`config.mk`:
```
export PLATFORM = sky130hd
export DESIGN_NAME = pwm_capture
export DESIGN_NICKNAME = d
export VERILOG_FILES = /design/src/rtl/pwm_capture.sv
export SDC_FILE = /design/constraint.sdc
export NUM_CORES = 1
export LEC_CHECK = 0
export BUFFER_PORTS_ARGS = -buffer_cell sky130_fd_sc_hd__buf_4
export CELL_PAD_IN_SITES_DETAIL_PLACEMENT = 1
export CELL_PAD_IN_SITES_GLOBAL_PLACEMENT = 1
export CORE_AREA = 2 2 67 75
export CTS_CLUSTER_DIAMETER = 150
export DETAILED_ROUTE_END_ITERATION = 6
export DIE_AREA = 0 0 69 77
export GPL_TIMING_DRIVEN = 0
export PLACE_DENSITY = 0.74
export SLEW_MARGIN = 20
export SYNTH_ARGS = -nofsm -noshare
export SYNTH_HDL_FRONTEND = slang
export SYNTH_SLANG_ARGS = --single-unit
export TNS_END_PERCENT = 1
```
`constraint.sdc`:
```
create_clock -name clk -period 1.6 [get_ports clk]
set_input_delay 0.32 -clock clk [delete_from_list [all_inputs] [get_ports clk]]
set_output_delay 0.32 -clock clk [all_outputs]
set_load 0.02 [all_outputs]
```
`src/rtl/pwm_capture.sv`:
```
// -----------------------------------------------------------------------------
// pwm_capture
//
// Measures an asynchronous PWM input in clock cycles. One measurement is
// reported per complete period (rising edge to rising edge): the period length
// and the number of high cycles within it. An input that produces no rising
// edge for TIMEOUT cycles is reported once as stuck, together with the level
// it is stuck at.
//
// Parameters
//   WIDTH    width of the internal counters and of period/duty
//   TIMEOUT  cycles without a rising edge before the input is declared stuck
//            (2 .. 2**WIDTH-1); also the largest measurable period
//
// Ports
//   clk      system clock, all logic on the rising edge
//   reset    asynchronous, active-low reset
//   pwm_in   asynchronous PWM input
//   valid    one-cycle pulse: period/duty/timeout were updated this cycle
//   period   measured period in cycles (0 on a stuck report)
//   duty     high cycles within the measured period (0 on a stuck report)
//   timeout  high from a stuck report until the next accepted rising edge
//   level    synchronized input level captured at the stuck report
//
// Handshake: valid is a strobe with no back-pressure. period, duty, timeout
// and level are meaningful in the cycle valid is high and hold their values
// until the next valid pulse (timeout additionally clears on the rising edge
// that ends a stuck episode).
// -----------------------------------------------------------------------------
module pwm_capture #(
    parameter int WIDTH   = 8,
    parameter int TIMEOUT = 255
) (
    input  logic             clk,
    input  logic             reset,
    input  logic             pwm_in,
    output logic             valid,
    output logic [WIDTH-1:0] period,
    output logic [WIDTH-1:0] duty,
    output logic             timeout,
    output logic             level
);

    // WAIT    : after reset; the first (partial) period is never reported
    // MEASURE : every rising edge reports the period that just ended
    // STUCK   : a stuck report was made; counters frozen until the next edge
    localparam logic [1:0] ST_WAIT    = 2'd0;
    localparam logic [1:0] ST_MEASURE = 2'd1;
    localparam logic [1:0] ST_STUCK   = 2'd2;

    localparam logic [WIDTH-1:0] TIMEOUT_CNT = WIDTH'(TIMEOUT);
    localparam logic [WIDTH-1:0] CNT_ONE     = WIDTH'(1);

    logic             s1;
    logic             s2;
    logic             prev;
    logic             rise;
    logic             at_limit;
    logic [1:0]       state;
    logic [WIDTH-1:0] cnt;
    logic [WIDTH-1:0] hi;

    // Two-flop synchronizer plus one delay stage for edge detection.
    always_ff @(posedge clk or negedge reset) begin
        if (!reset) begin
            s1   <= 1'b0;
            s2   <= 1'b0;
            prev <= 1'b0;
        end else begin
            s1   <= pwm_in;
            s2   <= s1;
            prev <= s2;
        end
    end

    assign rise     = s2 & ~prev;
    assign at_limit = (cnt == TIMEOUT_CNT);

    // cnt counts cycles since the last rising edge (1 in the cycle after the
    // edge); hi counts synchronized high cycles over the same span, the edge
    // cycle itself included. A rising edge wins over the timeout, so the
    // counters stop at TIMEOUT and never wrap.
    always_ff @(posedge clk or negedge reset) begin
        if (!reset) begin
            state   <= ST_WAIT;
            cnt     <= '0;
            hi      <= '0;
            valid   <= 1'b0;
            period  <= '0;
            duty    <= '0;
            timeout <= 1'b0;
            level   <= 1'b0;
        end else begin
            valid <= 1'b0;
            case (state)
                ST_WAIT, ST_MEASURE: begin
                    if (rise) begin
                        if (state == ST_MEASURE) begin
                            valid   <= 1'b1;
                            period  <= cnt;
                            duty    <= hi;
                            timeout <= 1'b0;
                        end
                        cnt   <= CNT_ONE;
                        hi    <= CNT_ONE;
                        state <= ST_MEASURE;
                    end else if (at_limit) begin
                        // Single stuck report; counters hold at TIMEOUT.
                        valid   <= 1'b1;
                        period  <= '0;
                        duty    <= '0;
                        timeout <= 1'b1;
                        level   <= s2;
                        state   <= ST_STUCK;
                    end else begin
                        cnt <= cnt + CNT_ONE;
                        hi  <= hi + WIDTH'(s2);
                    end
                end
                ST_STUCK: begin
                    // The period ending at this edge is incomplete: restart
                    // quietly and resume measuring.
                    if (rise) begin
                        cnt     <= CNT_ONE;
                        hi      <= CNT_ONE;
                        timeout <= 1'b0;
                        state   <= ST_MEASURE;
                    end
                end
                default: begin
                    state <= ST_WAIT;
                end
            endcase
        end
    end

endmodule
```
==> results of run 1 <==
-- cells in the final DEF, fill, tap and decap left out, types with 5 or more instances in the layout --
cell       n
a31oi_1    5
nor3_1     6
a21oi_1    7
and3_1     9
dfrtp_1   36
nand2_1    6
buf_4     34
a22o_1    18
nand3_1    7
clkbuf_8   5
-- layer usage --
metal / track usage / up-vias
li1: - / 648
met1: 0.213 / 735
met5: 0 / -
met3: 0.0434 / 4
met4: 0.0529 / 0
met2: 0.289 / 20
-- cell type report --
cell class | count | area share
Inverter | 5 | 0.00830
Clock inverter | 2 | 0.0155
Timing Repair Buffer | 34 | 0.118
Clock buffer | 6 | 0.0321
Tap cell | 56 | 0.0310
Multi-Input combinational cell | 99 | 0.332
Sequential cell | 40 | 0.445
Buffer | 4 | 0.0183
-- stage by stage --
step | setup WS, ns | power (uW) | setup TNS, ns | instances | utilization
2_1_floorplan | -0.0697 | 1750 | -0.654 | 152 | -
3_3_place_gp | -0.202 | 1990 | -4.58 | 229 | 0.440
3_5_place_dp | -0.263 | 2030 | -5.97 | 229 | 0.440
4_1_cts | -0.0312 | 2910 | -0.0963 | 241 | 0.480
5_1_grt | -0.104 | 3080 | -1.22 | 246 | 0.497
6_report | -0.0406 | 2920 | -0.0796 | 246 | 0.497
-- report_power, final --
part	internal (uW)	total [uW]	leakage (uW)	switching, uW
sequential	1200	1390	0.000516	192
combinational	360	709	0.000550	349
clock	463	819	0.0000552	356
-- worst max path at each step --
stage           start  slack, ns  depth (start not counted)  endpoint
6_report       cnt[0]      -0.04                          7     hi[5]
2_1_floorplan  cnt[0]      -0.07                          8   duty[6]
5_1_grt        cnt[0]      -0.10                          6    cnt[7]
3_3_place_gp   cnt[1]      -0.20                          7    cnt[7]
4_1_cts        cnt[1]      -0.03                          6    cnt[7]
3_5_place_dp       s2      -0.26                          6   duty[7]
-- worst max-delay path: stages (launching register included) --
cell	delay, ns
dfrtp_1	0.40
ha_4	0.15
buf_4	0.12
nand3_2	0.10
o211ai_1	0.25
buf_4	0.19
nor3_1	0.05
a211o_1	0.27
-- cell families (layout without fill, tap and decap cells) --
| group | Yosys count | after routing | share of synthesized area |
|---|---|---|---|
| adders and majority gates | 3 | 3 | 0.0214 |
| DFF | 40 | 40 | 0.570 |
| buffers and inverters | 13 | 51 | 0.0420 |
| and+or+nand+nor | 48 | 48 | 0.150 |
| AOI/OAI and AO/OA | 47 | 47 | 0.211 |
| muxes | 1 | 1 | 0.00570 |
-- state kept, by name, summed over array words and instances (netlist names) --
register,cells
hi,8
prev,1
state,2
s2,1
level,1
valid,1
duty,8
period,8
cnt,8
s1,1
timeout,1
-- what timing repair did --
action / CTS / global route
setup buffers: 8 / 5
gates resized for setup: 11 / 9
gates cloned: 0 / 0
setup endpoints to repair: 33 / 30
pin swaps: 4 / 11
==> impl_metrics.yaml, run 1 <==
synth:
  yosysWarnings: 0
  post-synth-top-count-cell: "dfrtp_1"
  cell_area_synth_um2: 1760
  yosysUniqueCellTypes: 37
  yosys_most_used_dff: "dfrtp_1"
  top_area_cells_in_the_synthesized_netlist: "dfrtp_1, a22o_1, and3_1, a21oi_1, nand3_1"
  synth.avg_cell_area_um2: 11.6
  async_flop_share: 1.00
  number_of_synthesized_flops_with_an_enable_pin: 0
  synth_sequential_area_ratio: 0.570
  yosys_reg_bits: 40
  synth_top_cell_by_area: "dfrtp_1"
  post-synth-top-area-fraction: 0.570
  synthTopCellsByCount: "dfrtp_1, a22o_1, and3_1"
  synth_fp_nets: 158
  syn_inst: 152
clock_network:
  clock_tree_root_driver_cell: "clkbuf_8"
  skew_pair_late_insertion_delay_ns: 0.30
  number_of_buffers_between_clock_root_and_the_deepest_sink: 2
  cts_hold_bufs: 0
  cts_inserted_buffers: 5
  tritoncts_num_sinks: 40
  clk_pin_slew_worst_paths_ns: 0.08
  cts-htree-levels: 2
  tritoncts: "yes"
die:
  floorplan.rows: 26
  dieHeight_um: 77
  initial_utilization: 0.386
  placeableCoreArea_um2: 4550
  floorplan.die.width_um: 69
  boundaryPins: 22
  die_area_um2: 5310
detailed_routing:
  highest-signal-layer: "met4"
  route.vias.total: 1407
  totalWireLength_um: 4370
  detail_route.iter0.violations: 80
  sum_of_met2_wire_segment_lengths_after_detailed_routing_um: 2350
  routed-wl-met3_um: 128
  drc: 0
  post_drt_wl_per_cell_um: 17.7
  drt-pass1-iter-count: 4
  detail_route.wirelength.met1_um: 1850
  antenna_left: 0
  vias_per_cell: 5.72
setup_path:
  worst_setup_path_start_kind: "register"
  arrival_time_of_the_worst_setup_path_ns: 1.83
  max_fanout_on_critical_path: 4
  cp_data_required_time_ns: 1.78
  reg2reg_slack_ns: -0.04
  path_class: "register to register"
  setup.worst_path.end_class: "register"
  reg2regPathDepth: 7
  critical_path.reg2reg.startpoint: "cnt[0]"
  timing.rr.end: "hi[5]"
placement:
  place_area_um2: 2000
  numPortBuffers: 21
  dp_hpwl_um: 2930
  place.gp.congestion: 0.747
grt:
  grt.total_usage: 0.171
  largest_net_degree_at_the_start_of_global_routing: 41
  number_of_antenna_violations_at_the_first_check_in_global_routing: 0
  first_global_vias: 1415
  grt_pass1_wl_um: 7210
  grt.overflow.total: 0
final_layout:
  fill_count: 503
  drive_gt1_frac: 0.332
  num-nets-final: 195
  area_growth_syn_to_layout_pct: 28.8
  area_of_the_multi_input_gates_um2: 751
  finish.instance_area_um2: 2260
  antenna_cells: 0
  sequential_cell_area_um2: 1010
sta:
  final.hold.worst_slack_ns: -0.0109
  tightest_slew_ns: 0.510
  final-max-slew-violation-count: 0
  finalCritPeriodShare: 1.03
  fmax_ghz: 0.610
  rsz0062_at_grt: "yes"
  clock-skew-final_ns: 0.0124
  final-setup-viol-count: 3
  finalHoldViolCount: 12
  period_minus_slack_ns: 1.64
  setup_slack_ns: -0.0406
  worst_slew_margin_rel: 0.660
pwr:
  power_density_nw_per_um2: 1290
  power.ir.vdd_worst_v: 0.000988
  p_leak_uw: 0.00112
worst_hold_path:
  min_path_type: "primary input to async pin"
flow_run:
  drv_cap: 0
outcome:
  run_status: "complete, but fails checks"
  failed_checks: "negative hold slack, negative setup slack"
(Power assumes the default switching activity.)
==> run 2, diff against run 1 <==
BUFFER_PORTS_ARGS = default   (was -buffer_cell sky130_fd_sc_hd__buf_4)
CORE_AREA = 2 2 64 72   (was 2 2 67 75)
DIE_AREA = 0 0 66 74   (was 0 0 69 77)
DONT_BUFFER_PORTS = 1   (was default)
==> impl_metrics.yaml, run 2 (same netlist as run 1, synthesis figures left out) <==
outcome:
  run_status: "complete, but fails checks"
  failed_checks: "negative setup slack"
sta:
  worst_slew_margin_rel: 0.719
  finalHoldViolCount: 0
  final.hold.worst_slack_ns: 0.0470
  fmax_ghz: 0.615
  period_minus_slack_ns: 1.62
  tightest_slew_ns: 0.422
  setup_slack_ns: -0.0249
  rsz0062_at_grt: "yes"
  clock-skew-final_ns: 0.0117
  final-max-slew-violation-count: 0
  final-setup-viol-count: 12
  finalCritPeriodShare: 1.02
detailed_routing:
  vias_per_cell: 5.89
  antenna_left: 0
  drc: 0
  post_drt_wl_per_cell_um: 18.8
  totalWireLength_um: 4320
  drt-pass1-iter-count: 4
  route.vias.total: 1355
  detail_route.iter0.violations: 55
die:
  dieHeight_um: 74
  boundaryPins: 22
  floorplan.die.width_um: 66
  floorplan.rows: 25
  die_area_um2: 4880
  placeableCoreArea_um2: 4190
  initial_utilization: 0.419
clock_network:
  clock_tree_root_driver_cell: "clkbuf_8"
  tritoncts_num_sinks: 40
  tritoncts: "yes"
  cts-htree-levels: 2
  cts_inserted_buffers: 5
  number_of_buffers_between_clock_root_and_the_deepest_sink: 2
  skew_pair_late_insertion_delay_ns: 0.30
  clk_pin_slew_worst_paths_ns: 0.08
flow_run:
  drv_cap: 0
pwr:
  power.ir.vdd_worst_v: 0.000442
  power_density_nw_per_um2: 1230
  p_leak_uw: 0.00104
final_layout:
  most-common-layout-cells: "dfrtp_1, a22o_1, buf_4"
  antenna_cells: 0
  drive_gt1_frac: 0.278
  num-nets-final: 181
  area_growth_syn_to_layout_pct: 21.8
  final_core_utilization: 0.510
  stdcell_count: 230
  mostFrequentLayoutCell: "dfrtp_1"
grt:
  globalRouteMet1Util: 0.236
  grt_pass1_wl_um: 6980
  largest_net_degree_at_the_start_of_global_routing: 41
  gr-max-usage-layer: "met2"
  grt.overflow.total: 0
  first_global_vias: 1379
  gr-usage-met2: 0.328
  gr-usage-met3: 0.0454
  grt.total_usage: 0.189
  number_of_antenna_violations_at_the_first_check_in_global_routing: 0
worst_hold_path:
  min_path_type: "primary input to register"
setup_path:
  arrival_time_of_the_worst_setup_path_ns: 1.81
  setup.worst_path.end_class: "register"
  critical_path_cell_list: "ha_2, and3_4, nand3_4, a21o_1, buf_6, buf_8, a22o_1"
  critical_path.max_stage_delay_ns: 0.36
  worst_setup_path_start_kind: "register"
  max_fanout_on_critical_path: 10
  cpMaxStageDelayCell: "dfrtp_1"
  cp_data_required_time_ns: 1.79
  path_class: "register to register"
placement:
  place.detailed.instances: 206
  place.gp.congestion: 0.799
  place_worst_setup_slack_ns: -0.289
  dp_hpwl_um: 2740
  numPortBuffers: 0
-- run 2: cell type report --
| type | count | area (um2) |
|---|---|---|
| Tap cell | 54 | 67.6 |
| Clock inverter | 3 | 18.8 |
| Clock buffer | 5 | 68.8 |
| Buffer | 5 | 50.0 |
| Sequential cell | 40 | 1000 |
| Timing Repair Buffer | 19 | 174 |
| Inverter | 5 | 18.8 |
| Fill cell | 450 | 2050 |
| Multi-Input combinational cell | 99 | 737 |
-- run 2: path summary, 6_finish.rpt --
check / end / startpoint / cells past startpoint / slack [ns]
worst max-delay path: duty[6] / cnt[1] / 7 / -0.02
worst min-delay path: s1 / pwm_in / 0 / 0.05
worst max register to register: duty[6] / cnt[1] / 7 / -0.02
worst min register to register: s2 / s1 / 0 / 0.36
max in group asynchronous: cnt[6] / reset / 2 / 0.92
min in group asynchronous: duty[7] / reset / 2 / 0.48
-- run 2: timing repair --
action,in CTS,in global routing
hold endpoints to repair,40,0
setup buffers,13,4
pin swaps,10,4
resized for setup,10,9
hold buffers,2,0
endpoints found under the setup margin,32,26
-- run 2: where the power goes --
part           internal [uW]  switching [uW]
registers               1200             302
clock network            304             368
logic                    261             207
total                   1760             877
-- run 2: stage by stage --
| stage | TNS (ns) | area, um2 | power [uW] |
|---|---|---|---|
| CTS | -0.237 | 2080 | 2620 |
| global placement | -4.52 | 1840 | 1830 |
| finish | -0.166 | 2140 | 2640 |
| floorplan | -0.654 | 1780 | 1750 |
| detailed placement | -5.97 | 1840 | 1860 |
| global route | -1.63 | 2140 | 2780 |
-- run 2: routing by layer --
layer  up-vias  routed length [um]
met1       700                1860
met2        25                2210
met3         9                 149
li1        621                   -
met5         -                   0
met4         0                 104
-- run 2: worst max-delay path: cells and delay by family, from the launching register on --
kind | cells | cell delay [ns]
AO/OA/AOI/OAI | 2 | 0.38
adder cells (fa/ha/maj) | 1 | 0.18
buffers and inverters | 2 | 0.26
flip-flops | 1 | 0.36
AND/OR/NAND/NOR | 2 | 0.33
